### src/rtl/rv_pkg.sv
// Shared types and helpers for the round-robin valid/ready arbiter.
package rv_pkg;

    typedef enum logic {
        IDLE   = 1'b0,
        LOCKED = 1'b1
    } state_t;

    // Upper bound on requesters supported by the search helpers.
    localparam int MAX_REQ = 32;

    function automatic int rr_next(input int idx, input int n);
        return (idx + 1 >= n) ? 0 : idx + 1;
    endfunction

    function automatic int first_set(input logic [MAX_REQ-1:0] vec, input int n);
        int idx;
        idx = 0;
        for (int i = MAX_REQ - 1; i >= 0; i--) begin
            if (i < n && vec[i]) begin
                idx = i;
            end
        end
        return idx;
    endfunction

endpackage

### src/rtl/rv_skid_reg.sv
// One-entry skid stage: upstream ready is a flop, so m_rdy never reaches s_rdy combinationally.
module rv_skid_reg #(
    parameter int W = 8
) (
    input  logic         clk,
    input  logic         rst_n,
    input  logic         s_val,
    output logic         s_rdy,
    input  logic [W-1:0] s_data,
    output logic         m_val,
    input  logic         m_rdy,
    output logic [W-1:0] m_data
);

    logic         buf_valid;
    logic [W-1:0] buf_data;
    logic         store;

    assign store = s_val & s_rdy & ~m_rdy;

    always_ff @(posedge clk) begin
        if (!rst_n) begin
            buf_valid <= 1'b0;
            buf_data  <= '0;
            s_rdy     <= 1'b1;
        end else begin
            buf_valid <= buf_valid ? ~m_rdy : store;
            if (store) begin
                buf_data <= s_data;
            end
            s_rdy <= m_rdy | (~buf_valid & ~store);
        end
    end

    // While s_rdy is low the buffer holds the oldest beat and must drain first.
    assign m_val  = s_rdy ? s_val  : buf_valid;
    assign m_data = s_rdy ? s_data : buf_data;

endmodule

### src/rtl/rv_rr_arbiter.sv
// Packet-atomic round-robin arbiter sharing one valid/ready channel, with a skid output stage.
module rv_rr_arbiter
    import rv_pkg::*;
#(
    parameter int NUM_REQ = 4,
    parameter int WD      = 4,
    parameter int IDW     = $clog2(NUM_REQ)
) (
    input  logic                  clk,
    input  logic                  rst_n,
    input  logic [NUM_REQ-1:0]    in_val,
    input  logic [NUM_REQ-1:0]    in_last,
    input  logic [NUM_REQ*WD-1:0] in_data,
    output logic [NUM_REQ-1:0]    in_rdy,
    output logic                  out_val,
    input  logic                  out_rdy,
    output logic [WD-1:0]         out_data,
    output logic                  out_last,
    output logic [IDW-1:0]        out_id
);

    localparam int PW = WD + 1 + IDW;

    state_t             state, state_nxt;
    logic [IDW-1:0]     ptr, ptr_nxt;
    logic [IDW-1:0]     gnt_id, gnt_nxt;
    logic [IDW-1:0]     winner;
    logic [MAX_REQ-1:0] rot;
    logic               stage_rdy;
    logic               sel_val, sel_last, g_val;
    logic [WD-1:0]      sel_data;
    logic [PW-1:0]      s_data, m_data;

    // Rotate requests so that bit 0 is the requester at ptr.
    always_comb begin
        logic [IDW-1:0] idx;
        rot = '0;
        for (int i = 0; i < NUM_REQ; i++) begin
            idx    = IDW'((int'(ptr) + i) % NUM_REQ);
            rot[i] = in_val[idx];
        end
        winner = IDW'((int'(ptr) + first_set(rot, NUM_REQ)) % NUM_REQ);
    end

    always_comb begin
        sel_val  = 1'b0;
        sel_last = 1'b0;
        sel_data = '0;
        for (int i = 0; i < NUM_REQ; i++) begin
            if (IDW'(i) == gnt_id) begin
                sel_val  = in_val[i];
                sel_last = in_last[i];
                sel_data = in_data[i*WD +: WD];
            end
        end
    end

    assign g_val = (state == LOCKED) && sel_val;

    always_comb begin
        state_nxt = state;
        ptr_nxt   = ptr;
        gnt_nxt   = gnt_id;
        in_rdy    = '0;
        case (state)
            IDLE: begin
                if (|in_val) begin
                    gnt_nxt   = winner;
                    state_nxt = LOCKED;
                end
            end
            LOCKED: begin
                for (int i = 0; i < NUM_REQ; i++) begin
                    in_rdy[i] = stage_rdy && (IDW'(i) == gnt_id);
                end
                // Always return to IDLE after the last beat, even if it landed in the skid buffer.
                if (g_val && stage_rdy && sel_last) begin
                    state_nxt = IDLE;
                    ptr_nxt   = IDW'(rr_next(int'(gnt_id), NUM_REQ));
                end
            end
            default: state_nxt = IDLE;
        endcase
    end

    always_ff @(posedge clk) begin
        if (!rst_n) begin
            state  <= IDLE;
            ptr    <= '0;
            gnt_id <= '0;
        end else begin
            state  <= state_nxt;
            ptr    <= ptr_nxt;
            gnt_id <= gnt_nxt;
        end
    end

    assign s_data = g_val ? {sel_data, sel_last, gnt_id} : '0;

    rv_skid_reg #(
        .W(PW)
    ) u_skid (
        .clk    (clk),
        .rst_n  (rst_n),
        .s_val  (g_val),
        .s_rdy  (stage_rdy),
        .s_data (s_data),
        .m_val  (out_val),
        .m_rdy  (out_rdy),
        .m_data (m_data)
    );

    assign {out_data, out_last, out_id} = m_data;

endmodule

### config.mk
export PLATFORM = sky130hd
export DESIGN_NAME = rv_rr_arbiter
export DESIGN_NICKNAME = d
export VERILOG_FILES = /design/src/rtl/rv_pkg.sv /design/src/rtl/rv_skid_reg.sv /design/src/rtl/rv_rr_arbiter.sv
export SDC_FILE = /design/constraint.sdc
export NUM_CORES = 1
export LEC_CHECK = 0
export CORE_UTILIZATION = 41
export CTS_CLUSTER_SIZE = 24
export DETAILED_ROUTE_END_ITERATION = 7
export PLACE_DENSITY_LB_ADDON = 0.25
export SLEW_MARGIN = 20
export SYNTH_ARGS = -nofsm -noshare
export SYNTH_HDL_FRONTEND = slang
export SYNTH_HIERARCHICAL = 1
export SYNTH_SLANG_ARGS = --single-unit
### constraint.sdc
create_clock -name clk -period 2.1 [get_ports clk]
set_input_delay 0.42 -clock clk [delete_from_list [all_inputs] [get_ports clk]]
set_output_delay 0.42 -clock clk [all_outputs]
set_load 0.02 [all_outputs]
# Yosys cells after proc, flatten, opt, wreduce, memory -nomap -nowiden
# Cells that the tools add are included.
[totals]
in_bits = 27
reg_bits = 14
elab_cells = 71
output_inout_bits = 12
[op_classes]
addsub = 5
n_eq_ne = 3
n_bitwise = 8
mux = 33
order_cmp = 5
reduce_logical = 11
[op_table]
columns = ["operator", "n"]
rows = [
  ["two-way mux 4 bit", 5],
  ["two-way mux 1 bit", 16],
  ["two-way mux 7 bit", 2],
  ["less-than comparator 2 x 3 -> 1 bit (second input constant)", 4],
  ["two-way mux 2 bit", 5],
  ["binary-select mux 1 bit (select 2 bit)", 4],
  ["logical AND 1 bit", 7],
  ["adder 2 bit (second input constant)", 2],
  ["== test 2 bit (first input constant)", 2],
  ["inverter 1 bit", 4],
  ["AND reduction 2 bit", 2],
  ["OR reduction 4 bit", 1],
  ["adder 2 x 1 -> 3 bit (second input constant)", 1],
  ["AND 1 bit", 3],
  [">= comparator 3 bit (second input constant)", 1],
  ["adder 2 x 1 -> 2 bit (second input constant)", 1],
  ["adder 2 bit", 1],
  ["== test 1 x 2 -> 1 bit (first input constant)", 1],
  ["zero test 2 bit", 1],
  ["case mux 1 bit (2 select lines)", 1],
  ["bitwise OR 1 bit", 1],
]

# Depth between registers and ports, before layout
# Gate-level depths: netlist of run 1.
[depth]
ltp_word = 11
mapped_depth = 11
mapped_depth_nobuf = 9

# Cells and area by module
# The synthesis of run 1 kept the hierarchy.
[by_module_without_submodules]
columns = ["mod", "cells_per_inst", "area_each_um2", "n_inst", "seq_area_each_um2"]
rows = [
  ["rv_rr_arbiter", 100, 726.9, 1, 100.1],
  ["rv_skid_reg", 45, 450.4, 1, 180.2],
]

# Least setup slack after synthesis of run 1
# No wires, ideal clock.
[synth_timing]
path_type = "register to output"
startpoint = "register gnt_id[0]"
endpoint = "output out_val"
n_path_buf = 2
t_required_ns = 1.680
t_arrival_ns = 1.909
slack_ns = -0.229
stages_incl_launch_ff = 9
cell_sequence = "dfxtp_1 -> inv_1 -> ha_1 -> buf_6 -> a2111oi_2 -> or2_2 -> clkbuf_1 -> inv_1 -> mux2_2"
[synth_via]
elab_chain_cells = 7
word_cells_on_any_way = 10
classes_between = "3 x eq/ne; 5 x mux; 2 x reduce/logical"
[synth_lines]
columns = ["element", "line", "text"]
rows = [
  ["start: declaration", "rv_rr_arbiter.sv:26", "logic [IDW-1:0] gnt_id, gnt_nxt;"],
  ["start signal: assignment", "rv_rr_arbiter.sv:94", "gnt_id <= gnt_nxt;"],
  ["zero test 2 bit", "rv_rr_arbiter.sv:50", "if (IDW'(i) == gnt_id) begin"],
  ["two-way mux 1 bit (3 in a row)", "rv_rr_arbiter.sv:50", ""],
  ["two-way mux 1 bit (*)", "rv_rr_arbiter.sv:50", ""],
  ["logical AND 1 bit (*)", "rv_rr_arbiter.sv:58", "assign g_val = (state == LOCKED) && sel_val;"],
  ["named net g_val", "rv_rr_arbiter.sv:30", "logic sel_val, sel_last, g_val;"],
  ["two-way mux 1 bit (*)", "rv_skid_reg.sv:36", "assign m_val = s_rdy ? s_val : buf_valid;"],
  ["end: declaration", "rv_rr_arbiter.sv:15", "output logic out_val,"],
]
# Mark *: on every way through the listed nets, which the timed path passes. The rest lies on a longest branch.

# Worst setup path in the final report of run 1
[layout_timing]
startpoint = "register gnt_id[0]"
endpoint = "output out_data[2]"
[layout_via]
elab_chain_cells = 8
word_cells_on_any_way = 15
classes_between = "3 x eq/ne; 10 x mux; 2 x reduce/logical"
[layout_lines]
columns = ["element", "line", "text"]
rows = [
  ["zero test 2 bit", "rv_rr_arbiter.sv:50", ""],
  ["two-way mux 1 bit (4 in a row)", "rv_rr_arbiter.sv:50", ""],
  ["logical AND 1 bit", "rv_rr_arbiter.sv:58", ""],
  ["two-way mux 7 bit (*)", "rv_rr_arbiter.sv:98", "assign s_data = g_val ? {sel_data, sel_last, gnt_id} : '0;"],
  ["named net s_data[5]", "rv_rr_arbiter.sv:32", "logic [PW-1:0] s_data, m_data;"],
  ["two-way mux 7 bit (*)", "rv_skid_reg.sv:37", "assign m_data = s_rdy ? s_data : buf_data;"],
  ["end: declaration", "rv_rr_arbiter.sv:17", "output logic [WD-1:0] out_data,"],
]
# Marks and branches as above.

==> metrics.json, run 1 <==
{
  "worst_setup_path": {
    "reg2reg_depth": 9,
    "crit_family": "flip-flops",
    "cp_data_arrival_time_ns": 2.10,
    "worst_path_max_delay_cell": "sky130_fd_sc_hd__dfxtp_4",
    "cell_depth_of_the_worst_setup_path": 8,
    "timing.critical_path.from_type": "flop",
    "worstPathRequired_ns": 1.68,
    "crit-reg2reg-capture": "u_skid/buf_data[1]",
    "critPathLaunch": "gnt_id[0]",
    "reg2reg_slack_ns": 0.01,
    "cp-endpoint": "out_data[2]",
    "critical-path-top-cell-by-count": "sky130_fd_sc_hd__buf_6",
    "critical_path_class": "flop to output port",
    "critical_path.reg2reg.startpoint": "gnt_id[0]",
    "worstSetupEndpointType": "output port",
    "crit_chain": "buf_6 > ha_4 > buf_6 > a2111oi_4 > or2_4 > nor2_4 > mux2_4 > buf_6",
    "max_stage_delay_ns": 0.37,
    "critPathMaxFanout": 7,
    "buffer_and_inverter_count_on_the_worst_path": 3
  },
  "synthesis": {
    "postSynth.topFlopCell": "sky130_fd_sc_hd__dfxtp_1",
    "synthCells": 145,
    "synth_seq_cells": 14,
    "synthDistinctLibCells": 41,
    "synth.avg_cell_area_um2": 8.120,
    "synth-seq-area-share_pct": 23.80,
    "post_synth_instance_area_um2": 1177,
    "synth_edf_count": 0,
    "ys_warn_count": 6,
    "synthesis.nets": 177,
    "asyncSetResetFlopFracSynth_pct": 0
  },
  "cells_and_area": {
    "area_grow_syn2layout_pct": 63.44,
    "antennaDiodeCount": 0,
    "num-nets-final": 237,
    "fillCellCount": 200,
    "drive_gt1_share_pct": 38.73,
    "multiInputGateArea_um2": 943.4,
    "area.sequential_um2": 287.8
  },
  "power_and_ir_drop": {
    "power_per_cell_area_nw_per_um2": 500.8,
    "total_chip_power_uw": 963.7,
    "peakVddDrop_v": 0.0003831,
    "cellLeakagePower_uw": 0.0007935
  },
  "detailed_routing": {
    "met2WireLength_um": 1628,
    "vias_per_cell": 5.357,
    "initialDrtViolationCount": 30,
    "route.top_layer_used": "met4",
    "route.detailed.wl_per_inst_um": 14.02,
    "final_routed_drc_violation_total": 0,
    "met3RoutedLength_um": 168,
    "total_iterations_of_the_first_detailed_routing_run": 4,
    "drtAntennaViolNets": 0,
    "m1WireLength_um": 1399,
    "vias": 1259,
    "route.final.wire_length_um": 3294
  },
  "outcome": {
    "run_status": "finished with violations",
    "violations": "setup timing"
  },
  "timing": {
    "worst_clock_skew_ns": 0.002934,
    "setup_slack_ns": -0.4171,
    "setup_viol_count_final": 8,
    "worst_slew_margin_rel_pct": 75.23,
    "max_freq_mhz": 397.3,
    "slew_violations": 0,
    "tightestPinTransition_ns": 0.3710,
    "rsz_0062_raised_after_global_routing": "yes",
    "finalCritPeriodShare_pct": 119.9,
    "timing.final.crit_period_ns": 2.517,
    "final-hold-violation-count": 0
  },
  "clocking": {
    "tritoncts_num_sinks": 14,
    "clock_insertion_delay_worst_skew_ns": 0.28,
    "htreeDepth": 1,
    "clockRootBuffer": "sky130_fd_sc_hd__clkbuf_4",
    "cts_hold_repair.buffers": 0,
    "clk_transition_reported_paths_ns": 0.08,
    "cts_tree": "built",
    "cts_inserted_buffers": 3,
    "cts_buffer_depth": 2
  },
  "run": {
    "max_cap_violations": 0
  },
  "placed_design": {
    "port_buffers": 38,
    "gp_congestion": 0.7750,
    "dp_hpwl_um": 2392,
    "preCtsSetupSlack_ns": -0.7449
  },
  "floorplan": {
    "die_w_um": 55.59,
    "initial_utilization_pct": 43.07,
    "chipHeight_um": 55.59,
    "design.core.area_um2": 2734,
    "io_pins": 39,
    "rows": 19,
    "die-area_um2": 3090
  },
  "global_route": {
    "grt_max_degree": 16,
    "grt_antenna_before_repair": 0,
    "grt_pass1_wl_um": 5506,
    "grt_overflow": 0,
    "globalRouteTotalUtil_pct": 22.01,
    "first_global_vias": 1206
  },
  "worst_hold_path": {
    "hold_class": "flop to flop"
  }
}
## cell type report
| class | instances | share of cell area, % |
|---|---|---|
| tap | 31 | 2.016 |
| inverter | 5 | 1.105 |
| sequential | 14 | 14.95 |
| timing repair buffer | 65 | 31.01 |
| clock buffer | 4 | 1.886 |
| multi-input combinational | 116 | 49.02 |
## cells by family (layout without fill, tap and decap cells)
| kind of cell | after synthesis | in the layout | synth area share [%] |
|---|---|---|---|
| multiplexers | 18 | 18 | 16.15 |
| XOR/XNOR | 2 | 2 | 1.488 |
| AND/OR/NAND/NOR | 67 | 67 | 28.80 |
| AO/OA/AOI/OAI | 24 | 24 | 15.20 |
| adder cells (fa/ha/maj) | 5 | 5 | 5.313 |
| buffers and inverters | 15 | 74 | 9.245 |
| flip-flops | 14 | 14 | 23.80 |
## registers in the layout, indices dropped and copies added (netlist names)
register and cells:
state 1, u_skid/buf_valid 1, u_skid/s_rdy 1, gnt_id 2
ptr 2, u_skid/buf_data 7
## synthesized netlist by cell type, types with 2 or more instances
library cell / instances / share of area, %
sky130_fd_sc_hd__a221oi_1: 4 / 3.0
sky130_fd_sc_hd__xnor2_1: 2 / 1.5
sky130_fd_sc_hd__o21ai_0: 3 / 1.3
sky130_fd_sc_hd__and3b_1: 2 / 1.5
sky130_fd_sc_hd__mux2i_1: 10 / 8.5
sky130_fd_sc_hd__buf_6: 5 / 4.8
sky130_fd_sc_hd__clkbuf_1: 2 / 0.64
sky130_fd_sc_hd__mux2_2: 8 / 7.7
sky130_fd_sc_hd__nor2_1: 19 / 6.1
sky130_fd_sc_hd__inv_1: 5 / 1.6
sky130_fd_sc_hd__nand2_1: 21 / 6.7
sky130_fd_sc_hd__nor3b_1: 2 / 1.3
sky130_fd_sc_hd__ha_1: 5 / 5.3
sky130_fd_sc_hd__o32ai_1: 2 / 1.5
sky130_fd_sc_hd__nand2b_1: 3 / 1.6
sky130_fd_sc_hd__nor3_1: 5 / 2.1
sky130_fd_sc_hd__a21oi_1: 8 / 3.4
sky130_fd_sc_hd__and3_1: 3 / 1.6
sky130_fd_sc_hd__dfxtp_1: 14 / 24
## worst min-delay path, delay by kind of cell (launching register included)
| kind | cells | cell delay (ns) |
|---|---|---|
| mux | 1 | 0.05 |
| simple gates | 1 | 0.05 |
| flops | 1 | 0.32 |
## where the power goes
| part | total (uW) | internal, uW | switching [uW] |
|---|---|---|---|
| Sequential | 293 | 277 | 16.1 |
| Clock | 189 | 106 | 83.8 |
| Combinational | 481 | 259 | 222 |
| Total | 964 | 642 | 322 |
## cell usage in the layout, fill, tap and decap left out, types with 3 or more instances in the layout
| master | count |
|---|---|
| sky130_fd_sc_hd__dlygate4sd2_1 | 3 |
| sky130_fd_sc_hd__nor2_1 | 13 |
| sky130_fd_sc_hd__nand2_1 | 21 |
| sky130_fd_sc_hd__a221oi_2 | 4 |
| sky130_fd_sc_hd__dfxtp_1 | 12 |
| sky130_fd_sc_hd__buf_4 | 25 |
| sky130_fd_sc_hd__o21ai_0 | 3 |
| sky130_fd_sc_hd__nor2_2 | 3 |
| sky130_fd_sc_hd__mux2i_1 | 10 |
| sky130_fd_sc_hd__a21oi_1 | 5 |
| sky130_fd_sc_hd__ha_4 | 3 |
| sky130_fd_sc_hd__a21oi_2 | 3 |
| sky130_fd_sc_hd__nor2_4 | 3 |
| sky130_fd_sc_hd__buf_6 | 10 |
| sky130_fd_sc_hd__clkbuf_4 | 3 |
| sky130_fd_sc_hd__nand2b_1 | 3 |
| sky130_fd_sc_hd__mux2_4 | 8 |
| sky130_fd_sc_hd__and3_1 | 3 |
| sky130_fd_sc_hd__clkdlybuf4s50_1 | 27 |
| sky130_fd_sc_hd__nor3_1 | 4 |
| sky130_fd_sc_hd__inv_2 | 3 |
## worst min-delay path by stage
stage / startpoint / to / depth (start not counted)
6_report: u_skid/buf_data[5] / u_skid/buf_data[5] / 2
5_1_grt: u_skid/buf_data[2] / u_skid/buf_data[2] / 2
4_1_cts: u_skid/buf_data[5] / u_skid/buf_data[5] / 2
3_5_place_dp: u_skid/buf_data[5] / u_skid/buf_data[5] / 2
3_3_place_gp: u_skid/buf_data[1] / u_skid/buf_data[1] / 2
2_1_floorplan: u_skid/buf_data[2] / u_skid/buf_data[2] / 2
## per-layer routing
layer,GRT usage (%),vias to the layer above
li1,-,628
met2,37.01,32
met3,4.186,10
met1,26.45,589
met5,0,-
met4,11.79,0
## stage by stage
| stage | cells | TNS, ns | cell area [um2] | utilization, % | hold WS (ns) |
|---|---|---|---|---|---|
| 5_1_grt | 235 | -4.415 | 1924 | 70.39 | 0.4890 |
| 2_1_floorplan | 145 | 0 | 1249 | - | 0.4322 |
| 4_1_cts | 235 | -3.233 | 1903 | 69.61 | 0.4645 |
| 3_3_place_gp | 226 | -6.672 | 1733 | 63.39 | 0.4413 |
| 3_5_place_dp | 226 | -7.100 | 1733 | 63.39 | 0.4526 |
| 6_report | 235 | -3.206 | 1924 | 70.39 | 0.4618 |
## repair_timing
item,4_1_cts,5_1_grt
buffers inserted,5,0
setup endpoints to repair,11,18
pin swaps,8,5
resized for setup,73,6
Note: power is estimated with default switching activity, not from simulation.
==> run 2: changes to the inputs <==
--- a/config.mk
+++ b/config.mk
@@ -8,7 +8,8 @@
 export CORE_UTILIZATION = 41
 export CTS_CLUSTER_SIZE = 24
 export DETAILED_ROUTE_END_ITERATION = 7
-export PLACE_DENSITY_LB_ADDON = 0.25
+export GPL_ROUTABILITY_DRIVEN = 0
+export PLACE_DENSITY = 0.87
 export SLEW_MARGIN = 20
 export SYNTH_ARGS = -nofsm -noshare
 export SYNTH_HDL_FRONTEND = slang
==> run 2 against run 1 <==
The flow still finishes with violations (setup timing). Wire length increased by 8.3%. Clock skew increased by 0.0083 ns. Critical path depth increased by 1. Global-route usage increased by 1.0 points. Worst setup slack got worse by 0.037 ns. First-iteration DRC count increased by 60%.
==> metrics.json, run 2 (same netlist as run 1, synthesis figures left out) <==
{
  "floorplan": {
    "die_w": {"value": 55.59, "unit": "um", "change": "unchanged"},
    "design.core.area": {"value": 2734, "unit": "um2", "change": "unchanged"},
    "die-area": {"value": 3090, "unit": "um2", "change": "unchanged"},
    "rows": {"value": 19, "change": "unchanged"},
    "chipHeight": {"value": 55.59, "unit": "um", "change": "unchanged"},
    "io_pins": {"value": 39, "change": "unchanged"},
    "initial_utilization": {"value": 43.07, "unit": "%", "change": "unchanged"}
  },
  "timing": {
    "tightestPinTransition": {"value": 0.4267, "unit": "ns", "change": "+0.05567 ns"},
    "worst_slew_margin_rel": {"value": 71.52, "unit": "%", "change": "-3.7 points"},
    "slew_violations": {"value": 0, "change": "unchanged"},
    "worst_clock_skew": {"value": 0.01125, "unit": "ns", "change": "+0.008317 ns"},
    "final.hold.worst_slack": {"value": 0.4651, "unit": "ns", "change": "+0.003313 ns"},
    "finalSetupTns": {"value": -3.438, "unit": "ns", "change": "-0.2321 ns"},
    "setup_slack": {"value": -0.4545, "unit": "ns", "change": "-0.03743 ns"},
    "timing.final.crit_period": {"value": 2.555, "unit": "ns", "change": "+0.03743 ns"},
    "setup_viol_count_final": {"value": 8, "change": "unchanged"},
    "max_freq": {"value": 391.5, "unit": "MHz", "change": "-1.5%"},
    "final-hold-violation-count": {"value": 0, "change": "unchanged"},
    "rsz_0062_raised_after_global_routing": "yes",
    "finalCritPeriodShare": {"value": 121.6, "unit": "%", "change": "+1.8 points"}
  },
  "worst_setup_path": {
    "worstSetupEndpointType": "output port",
    "critical_path_class": "flop to output port",
    "cp-endpoint": "out_data[3]",
    "critPathMaxFanout": {"value": 4, "change": "-3"},
    "reg2reg_slack": {"value": 0.06, "unit": "ns", "change": "+0.05 ns"},
    "timing.critical_path.from_type": "flop",
    "worstPathRequired": {"value": 1.68, "unit": "ns", "change": "about the same"},
    "critPathLaunch": "gnt_id[0]",
    "reg2reg_depth": {"value": 10, "change": "+1"},
    "crit-reg2reg-capture": "ptr[0]",
    "critical_path.reg2reg.startpoint": "gnt_id[0]",
    "cp_data_arrival_time": {"value": 2.13, "unit": "ns", "change": "+0.03 ns"}
  },
  "clocking": {
    "cts_tree": "built",
    "cts_buffer_depth": {"value": 2, "change": "unchanged"},
    "htreeDepth": {"value": 1, "change": "unchanged"},
    "clock_insertion_delay_worst_skew": {"value": 0.27, "unit": "ns", "change": "about the same"},
    "cts_hold_repair.buffers": {"value": 0, "change": "unchanged"},
    "tritoncts_num_sinks": {"value": 14, "change": "unchanged"},
    "clk_transition_reported_paths": {"value": 0.08, "unit": "ns", "change": "about the same"},
    "clockRootBuffer": "sky130_fd_sc_hd__clkbuf_4",
    "cts_inserted_buffers": {"value": 3, "change": "unchanged"}
  },
  "global_route": {
    "globalRouteTotalUtil": {"value": 23.03, "unit": "%", "change": "+1.0 points"},
    "first_global_vias": {"value": 1336, "change": "+11%"},
    "grt_max_degree": {"value": 15, "change": "-1"},
    "grt_overflow": {"value": 0, "change": "unchanged"},
    "grt_antenna_before_repair": {"value": 0, "change": "unchanged"},
    "grt_pass1_wl": {"value": 5823, "unit": "um", "change": "+5.8%"}
  },
  "detailed_routing": {
    "met3RoutedLength": {"value": 122, "unit": "um", "change": "-27%"},
    "route.top_layer_used": "met4",
    "drtAntennaViolNets": {"value": 0, "change": "unchanged"},
    "vias_per_cell": {"value": 5.477, "change": "+2.2%"},
    "m1WireLength": {"value": 1454, "unit": "um", "change": "+3.9%"},
    "vias": {"value": 1287, "change": "+2.2%"},
    "initialDrtViolationCount": {"value": 48, "change": "+60%"},
    "route.final.wire_length": {"value": 3566, "unit": "um", "change": "+8.3%"},
    "final_routed_drc_violation_total": {"value": 0, "change": "unchanged"},
    "met2WireLength": {"value": 1906, "unit": "um", "change": "+17%"},
    "total_iterations_of_the_first_detailed_routing_run": {"value": 4, "change": "unchanged"},
    "route.detailed.wl_per_inst": {"value": 15.17, "unit": "um", "change": "+8.3%"}
  },
  "power_and_ir_drop": {
    "total_chip_power": {"value": 915.1, "unit": "uW", "change": "-5.0%"},
    "cellLeakagePower": {"value": 0.0007937, "unit": "uW", "change": "about the same"},
    "power_per_cell_area": {"value": 485.3, "unit": "nW/um2", "change": "-3.1%"},
    "peakVddDrop": {"value": 0.0004296, "unit": "V", "change": "+12%"}
  },
  "cells_and_area": {
    "area.sequential": {"value": 286.5, "unit": "um2", "change": "-0.43%"},
    "leading_registers_by_flop_count": "u_skid/buf_data: 7 flops, gnt_id: 2 flops, ptr: 2 flops",
    "drive_gt1_share": {"value": 36.76, "unit": "%", "change": "-2.0 points"},
    "highest_count_cells_in_the_layout_ignoring_fill_and_taps": "sky130_fd_sc_hd__clkdlybuf4s50_1, sky130_fd_sc_hd__buf_4, sky130_fd_sc_hd__nand2_1",
    "multiInputGateArea": {"value": 925.9, "unit": "um2", "change": "-1.9%"},
    "largest_register_ffs": {"value": 7, "change": "unchanged"},
    "fillCellCount": {"value": 216, "change": "+8.0%"},
    "num-nets-final": {"value": 237, "change": "unchanged"},
    "register_with_the_most_flip_flops": "u_skid/buf_data",
    "final_util": {"value": 68.97, "unit": "%", "change": "-1.4 points"},
    "antennaDiodeCount": {"value": 0, "change": "unchanged"},
    "layoutNonFillerInstCount": {"value": 235, "change": "unchanged"},
    "area_grow_syn2layout_pct": 60.15
  },
  "outcome": {
    "violations": "setup timing",
    "run_status": "finished with violations"
  },
  "worst_hold_path": {
    "hold_class": "flop to flop"
  },
  "placed_design": {
    "placed_cells": {"value": 227, "change": "+0.44%"},
    "port_buffers": {"value": 38, "change": "unchanged"},
    "dp_hpwl": {"value": 2617, "unit": "um", "change": "+9.4%"}
  },
  "run": {
    "max_cap_violations": {"value": 0, "change": "unchanged"}
  }
}
[run 2: changes by cell type in the layout (fill, tap and decap cells not counted), sizes merged]
cell,change
dlymetal6s2s,+1
clkdlybuf4s50,-1
[run 2: layer usage]
metal  track usage [%]  vias to the layer above
li1                  -                      632
met1             24.23                      614
met2             46.13                       33
met3             3.488                        8
met4             6.786                        0
met5                 0                        -
[run 2: how the worst min path moves through the flow]
| stage | start | endpoint | cells past startpoint |
|---|---|---|---|
| floorplan | u_skid/buf_data[2] | u_skid/buf_data[2] | 2 |
| global placement | u_skid/buf_data[2] | u_skid/buf_data[2] | 2 |
| detailed placement | u_skid/buf_data[0] | u_skid/buf_data[0] | 2 |
| CTS | u_skid/buf_data[0] | u_skid/buf_data[0] | 2 |
| global route | u_skid/buf_data[2] | u_skid/buf_data[2] | 2 |
| finish | u_skid/buf_data[0] | u_skid/buf_data[0] | 2 |
[run 2: critical path: stages (launching register included)]
cell and delay [ns]:
sky130_fd_sc_hd__dfxtp_4 0.37, sky130_fd_sc_hd__buf_6 0.11, sky130_fd_sc_hd__ha_4 0.14, sky130_fd_sc_hd__and2b_2 0.27, sky130_fd_sc_hd__a221oi_2 0.29, sky130_fd_sc_hd__nor3_1 0.09
sky130_fd_sc_hd__a21oi_1 0.13, sky130_fd_sc_hd__nor2_1 0.07, sky130_fd_sc_hd__mux2_4 0.26, sky130_fd_sc_hd__buf_6 0.13
[run 2: metrics by stage]
step / worst slack (ns) / instance area, um2
after floorplan: 0.004775 / 1249
after global placement: -0.6645 / 1740
after detailed placement: -0.7374 / 1740
after CTS: -0.4671 / 1834
after global routing: -0.5826 / 1886
final: -0.4545 / 1886
[run 2: final cells by class]
type                       instances  share of cell area, %
clock buffer                       4                  1.393
inverter                           5                 0.9954
tap                               31                  2.057
sequential                        14                  15.20
multi-input combinational        116                  49.10
timing repair buffer              65                  31.25
[run 2: timing repair]
action | 4_1_cts | 5_1_grt
pin swaps | 2 | 7
hold endpoints to repair | 0 | 0
endpoints found under the setup margin | 19 | 18
gates resized for setup | 59 | 12
buffers inserted | 3 | 1
[run 2: where the power goes]
group          switching (uW)  internal (uW)  total (uW)
clock network            78.0           73.4         151
logic                     217            255         472
registers                14.2            278         292
total                     309            606         915
==> run 3: changes to the inputs <==
--- a/config.mk
+++ b/config.mk
@@ -5,6 +5,7 @@
 export SDC_FILE = /design/constraint.sdc
 export NUM_CORES = 1
 export LEC_CHECK = 0
+export CORE_ASPECT_RATIO = 1.2
 export CORE_UTILIZATION = 41
 export CTS_CLUSTER_SIZE = 24
 export DETAILED_ROUTE_END_ITERATION = 7
==> run 3 against run 2 <==
The flow still finishes with violations (setup timing). Total power is 5.5% higher. Combinational power about the same. Worst setup slack lost 0.015 ns. Fmax decreased by 0.60%. Utilization rose by 3.7 points. Die area barely moved. Global-route usage is 3.5 points higher. Register-to-register slack got worse by 0.04 ns. Clock skew shrank 0.0088 ns. Non-clock buffer count up 3. Worst hold slack better by 0.015 ns. Critical path depth did not move.
==> metrics.json, run 3 (same netlist as run 1, synthesis figures left out) <==
{
  "outcome": {
    "run_status": "finished with violations",
    "violations": "setup timing"
  },
  "worst_hold_path": {
    "hold_class": "flop to flop",
    "min-delay-start": "u_skid/buf_data[4]",
    "whs_endpoint": "u_skid/buf_data[4]",
    "holdPathStages": {"value": 2, "change": "unchanged"}
  },
  "floorplan": {
    "rows": {"value": 20, "change": "+1"},
    "die-area": {"value": 3091, "unit": "um2", "change": "about the same"},
    "die_w": {"value": 50.92, "unit": "um", "change": "-8.4%"},
    "io_pins": {"value": 39, "change": "unchanged"},
    "chipHeight": {"value": 60.70, "unit": "um", "change": "+9.2%"},
    "design.core.area": {"value": 2628, "unit": "um2", "change": "-3.9%"},
    "initial_utilization": {"value": 44.81, "unit": "%", "change": "+1.7 points"}
  },
  "timing": {
    "finalSetupTns": {"value": -3.425, "unit": "ns", "change": "+0.01276 ns"},
    "final-hold-violation-count": {"value": 0, "change": "unchanged"},
    "setup_slack": {"value": -0.4700, "unit": "ns", "change": "-0.01548 ns"},
    "timing.final.crit_period": {"value": 2.570, "unit": "ns", "change": "+0.01548 ns"},
    "rsz_0062_raised_after_global_routing": "yes",
    "setup_viol_count_final": {"value": 9, "change": "+1"},
    "finalCritPeriodShare": {"value": 122.4, "unit": "%", "change": "+0.74 points"},
    "worst_slew_margin_rel": {"value": 75.23, "unit": "%", "change": "+3.7 points"},
    "max_freq": {"value": 389.1, "unit": "MHz", "change": "-0.60%"},
    "worst_clock_skew": {"value": 0.002486, "unit": "ns", "change": "-0.008764 ns"},
    "slew_violations": {"value": 0, "change": "unchanged"},
    "tightestPinTransition": {"value": 0.3710, "unit": "ns", "change": "-0.05562 ns"},
    "final.hold.worst_slack": {"value": 0.4798, "unit": "ns", "change": "+0.01469 ns"}
  },
  "cells_and_area": {
    "leading_registers_by_flop_count": "u_skid/buf_data: 7 flops, gnt_id: 2 flops, ptr: 2 flops",
    "area_grow_syn2layout_pct": 62.17,
    "highest_count_cells_in_the_layout_ignoring_fill_and_taps": "sky130_fd_sc_hd__buf_4, sky130_fd_sc_hd__clkdlybuf4s50_1, sky130_fd_sc_hd__nand2_1",
    "largest_register_ffs": {"value": 7, "change": "unchanged"},
    "antennaDiodeCount": {"value": 0, "change": "unchanged"},
    "num-nets-final": {"value": 240, "change": "+1.3%"},
    "drive_gt1_share": {"value": 36.23, "unit": "%", "change": "-0.53 points"},
    "layout.cells.most_common": "sky130_fd_sc_hd__buf_4",
    "finish.instance_area": {"value": 1909, "unit": "um2", "change": "+1.3%"},
    "final_util": {"value": 72.67, "unit": "%", "change": "+3.7 points"},
    "register_with_the_most_flip_flops": "u_skid/buf_data"
  },
  "worst_setup_path": {
    "timing.critical_path.from_type": "flop",
    "crit-reg2reg-capture": "u_skid/buf_data[2]",
    "cp_data_arrival_time": {"value": 2.15, "unit": "ns", "change": "+0.02 ns"},
    "critical_path_class": "flop to output port",
    "worstSetupEndpointType": "output port",
    "critPathMaxFanout": {"value": 6, "change": "+2"},
    "reg2reg_depth": {"value": 9, "change": "-1"},
    "worstPathRequired": {"value": 1.68, "unit": "ns", "change": "about the same"},
    "reg2reg_slack": {"value": 0.02, "unit": "ns", "change": "-0.04 ns"},
    "critical_path.reg2reg.startpoint": "gnt_id[0]"
  },
  "global_route": {
    "globalRouteTotalUtil": {"value": 26.51, "unit": "%", "change": "+3.5 points"},
    "grt_pass1_wl": {"value": 6051, "unit": "um", "change": "+3.9%"},
    "grt_antenna_before_repair": {"value": 0, "change": "unchanged"},
    "grt_max_degree": {"value": 15, "change": "unchanged"},
    "grt_overflow": {"value": 0, "change": "unchanged"},
    "first_global_vias": {"value": 1377, "change": "+3.1%"}
  },
  "placed_design": {
    "port_buffers": {"value": 38, "change": "unchanged"},
    "placement.cell_area": {"value": 1758, "unit": "um2", "change": "+1.0%"},
    "dp_hpwl": {"value": 2544, "unit": "um", "change": "-2.8%"}
  },
  "run": {
    "max_cap_violations": {"value": 0, "change": "unchanged"}
  },
  "detailed_routing": {
    "vias": {"value": 1279, "change": "-0.62%"},
    "route.detailed.wl_per_inst": {"value": 15.15, "unit": "um", "change": "-0.13%"},
    "final_routed_drc_violation_total": {"value": 0, "change": "unchanged"},
    "drtAntennaViolNets": {"value": 0, "change": "unchanged"},
    "vias_per_cell": {"value": 5.329, "change": "-2.7%"},
    "initialDrtViolationCount": {"value": 20, "change": "-58%"},
    "route.final.wire_length": {"value": 3637, "unit": "um", "change": "+2.0%"},
    "total_iterations_of_the_first_detailed_routing_run": {"value": 4, "change": "unchanged"}
  },
  "clocking": {
    "cts_tree": "built",
    "cts_inserted_buffers": {"value": 3, "change": "unchanged"},
    "cts_hold_repair.buffers": {"value": 0, "change": "unchanged"},
    "clk_transition_reported_paths": {"value": 0.09, "unit": "ns", "change": "about the same"},
    "clock_insertion_delay_worst_skew": {"value": 0.28, "unit": "ns", "change": "about the same"},
    "tritoncts_num_sinks": {"value": 14, "change": "unchanged"},
    "cts_buffer_depth": {"value": 2, "change": "unchanged"},
    "htreeDepth": {"value": 1, "change": "unchanged"},
    "clockRootBuffer": "sky130_fd_sc_hd__clkbuf_4"
  },
  "power_and_ir_drop": {
    "power_per_cell_area": {"value": 505.6, "unit": "nW/um2", "change": "+4.2%"},
    "total_chip_power": {"value": 965.3, "unit": "uW", "change": "+5.5%"},
    "peakVddDrop": {"value": 0.0004853, "unit": "V", "change": "+13%"},
    "cellLeakagePower": {"value": 0.0007987, "unit": "uW", "change": "+0.62%"}
  }
}
==> run 3: changes by cell type in the layout (fill, tap and decap cells not counted), sizes merged <==
cell and delta:
dlymetal6s2s -1, clkdlybuf4s50 +1, buf +3
==> run 3: cell type report <==
class,count,area (um2)
clock buffers,4,36.28
fillers,191,718.2
inverters,5,26.28
multi-input cells,116,907.1
flip-flops and latches,14,289.0
well taps,33,41.29
repair buffers,68,609.3
==> run 3: critical path, cell delays in order, from the launching register on <==
cell and delay [ns]:
sky130_fd_sc_hd__dfxtp_4 0.41, sky130_fd_sc_hd__inv_6 0.06, sky130_fd_sc_hd__ha_4 0.16, sky130_fd_sc_hd__and3b_2 0.22
sky130_fd_sc_hd__a2111oi_4 0.22, sky130_fd_sc_hd__or2_4 0.23, sky130_fd_sc_hd__buf_6 0.11, sky130_fd_sc_hd__nor2_1 0.05
sky130_fd_sc_hd__mux2_4 0.26, sky130_fd_sc_hd__buf_4 0.15
==> run 3: worst max path at each step <==
stage                         start           to  slack [ns]  depth (start not counted)
after global placement    in_val[0]    out_id[1]       -0.66                          7
after global routing      gnt_id[0]  out_data[2]       -0.56                          8
after detailed placement  in_val[0]    out_id[0]       -0.72                          7
final                     gnt_id[0]  out_data[2]       -0.47                          9
after CTS                 gnt_id[0]  out_data[2]       -0.47                          9
after floorplan           gnt_id[0]  out_data[0]       0.005                          8
==> run 3: through the flow <==
step	cells	worst slack [ns]
6_report	240	-0.4700
3_5_place_dp	231	-0.7245
5_1_grt	240	-0.5558
2_1_floorplan	145	0.004775
3_3_place_gp	231	-0.6566
4_1_cts	239	-0.4663
==> run 3: per-layer routing <==
metal / part of all wire, % / global-route usage (%) / wire [um] / up-vias
li1: - / - / - / 633
met5: 0 / 0 / 0 / -
met2: 54 / 54.70 / 1952 / 40
met4: 1.4 / 11.51 / 50 / 0
met3: 3.2 / 2.757 / 117 / 8
met1: 42 / 26.29 / 1516 / 598
==> run 3: repair_timing <==
action / CTS / global route
resized for setup: 65 / 4
pin swaps: 3 / 2
setup buffers: 4 / 1
setup endpoints to repair: 12 / 16
==> run 3: power breakdown <==
group / leakage, uW / switching, uW / internal [uW] / total [uW]
Clock: 0.0000210 / 93.6 / 105 / 199
Sequential: 0.000115 / 18.7 / 278 / 296
Combinational: 0.000663 / 210 / 260 / 470
Total: 0.000799 / 322 / 643 / 965
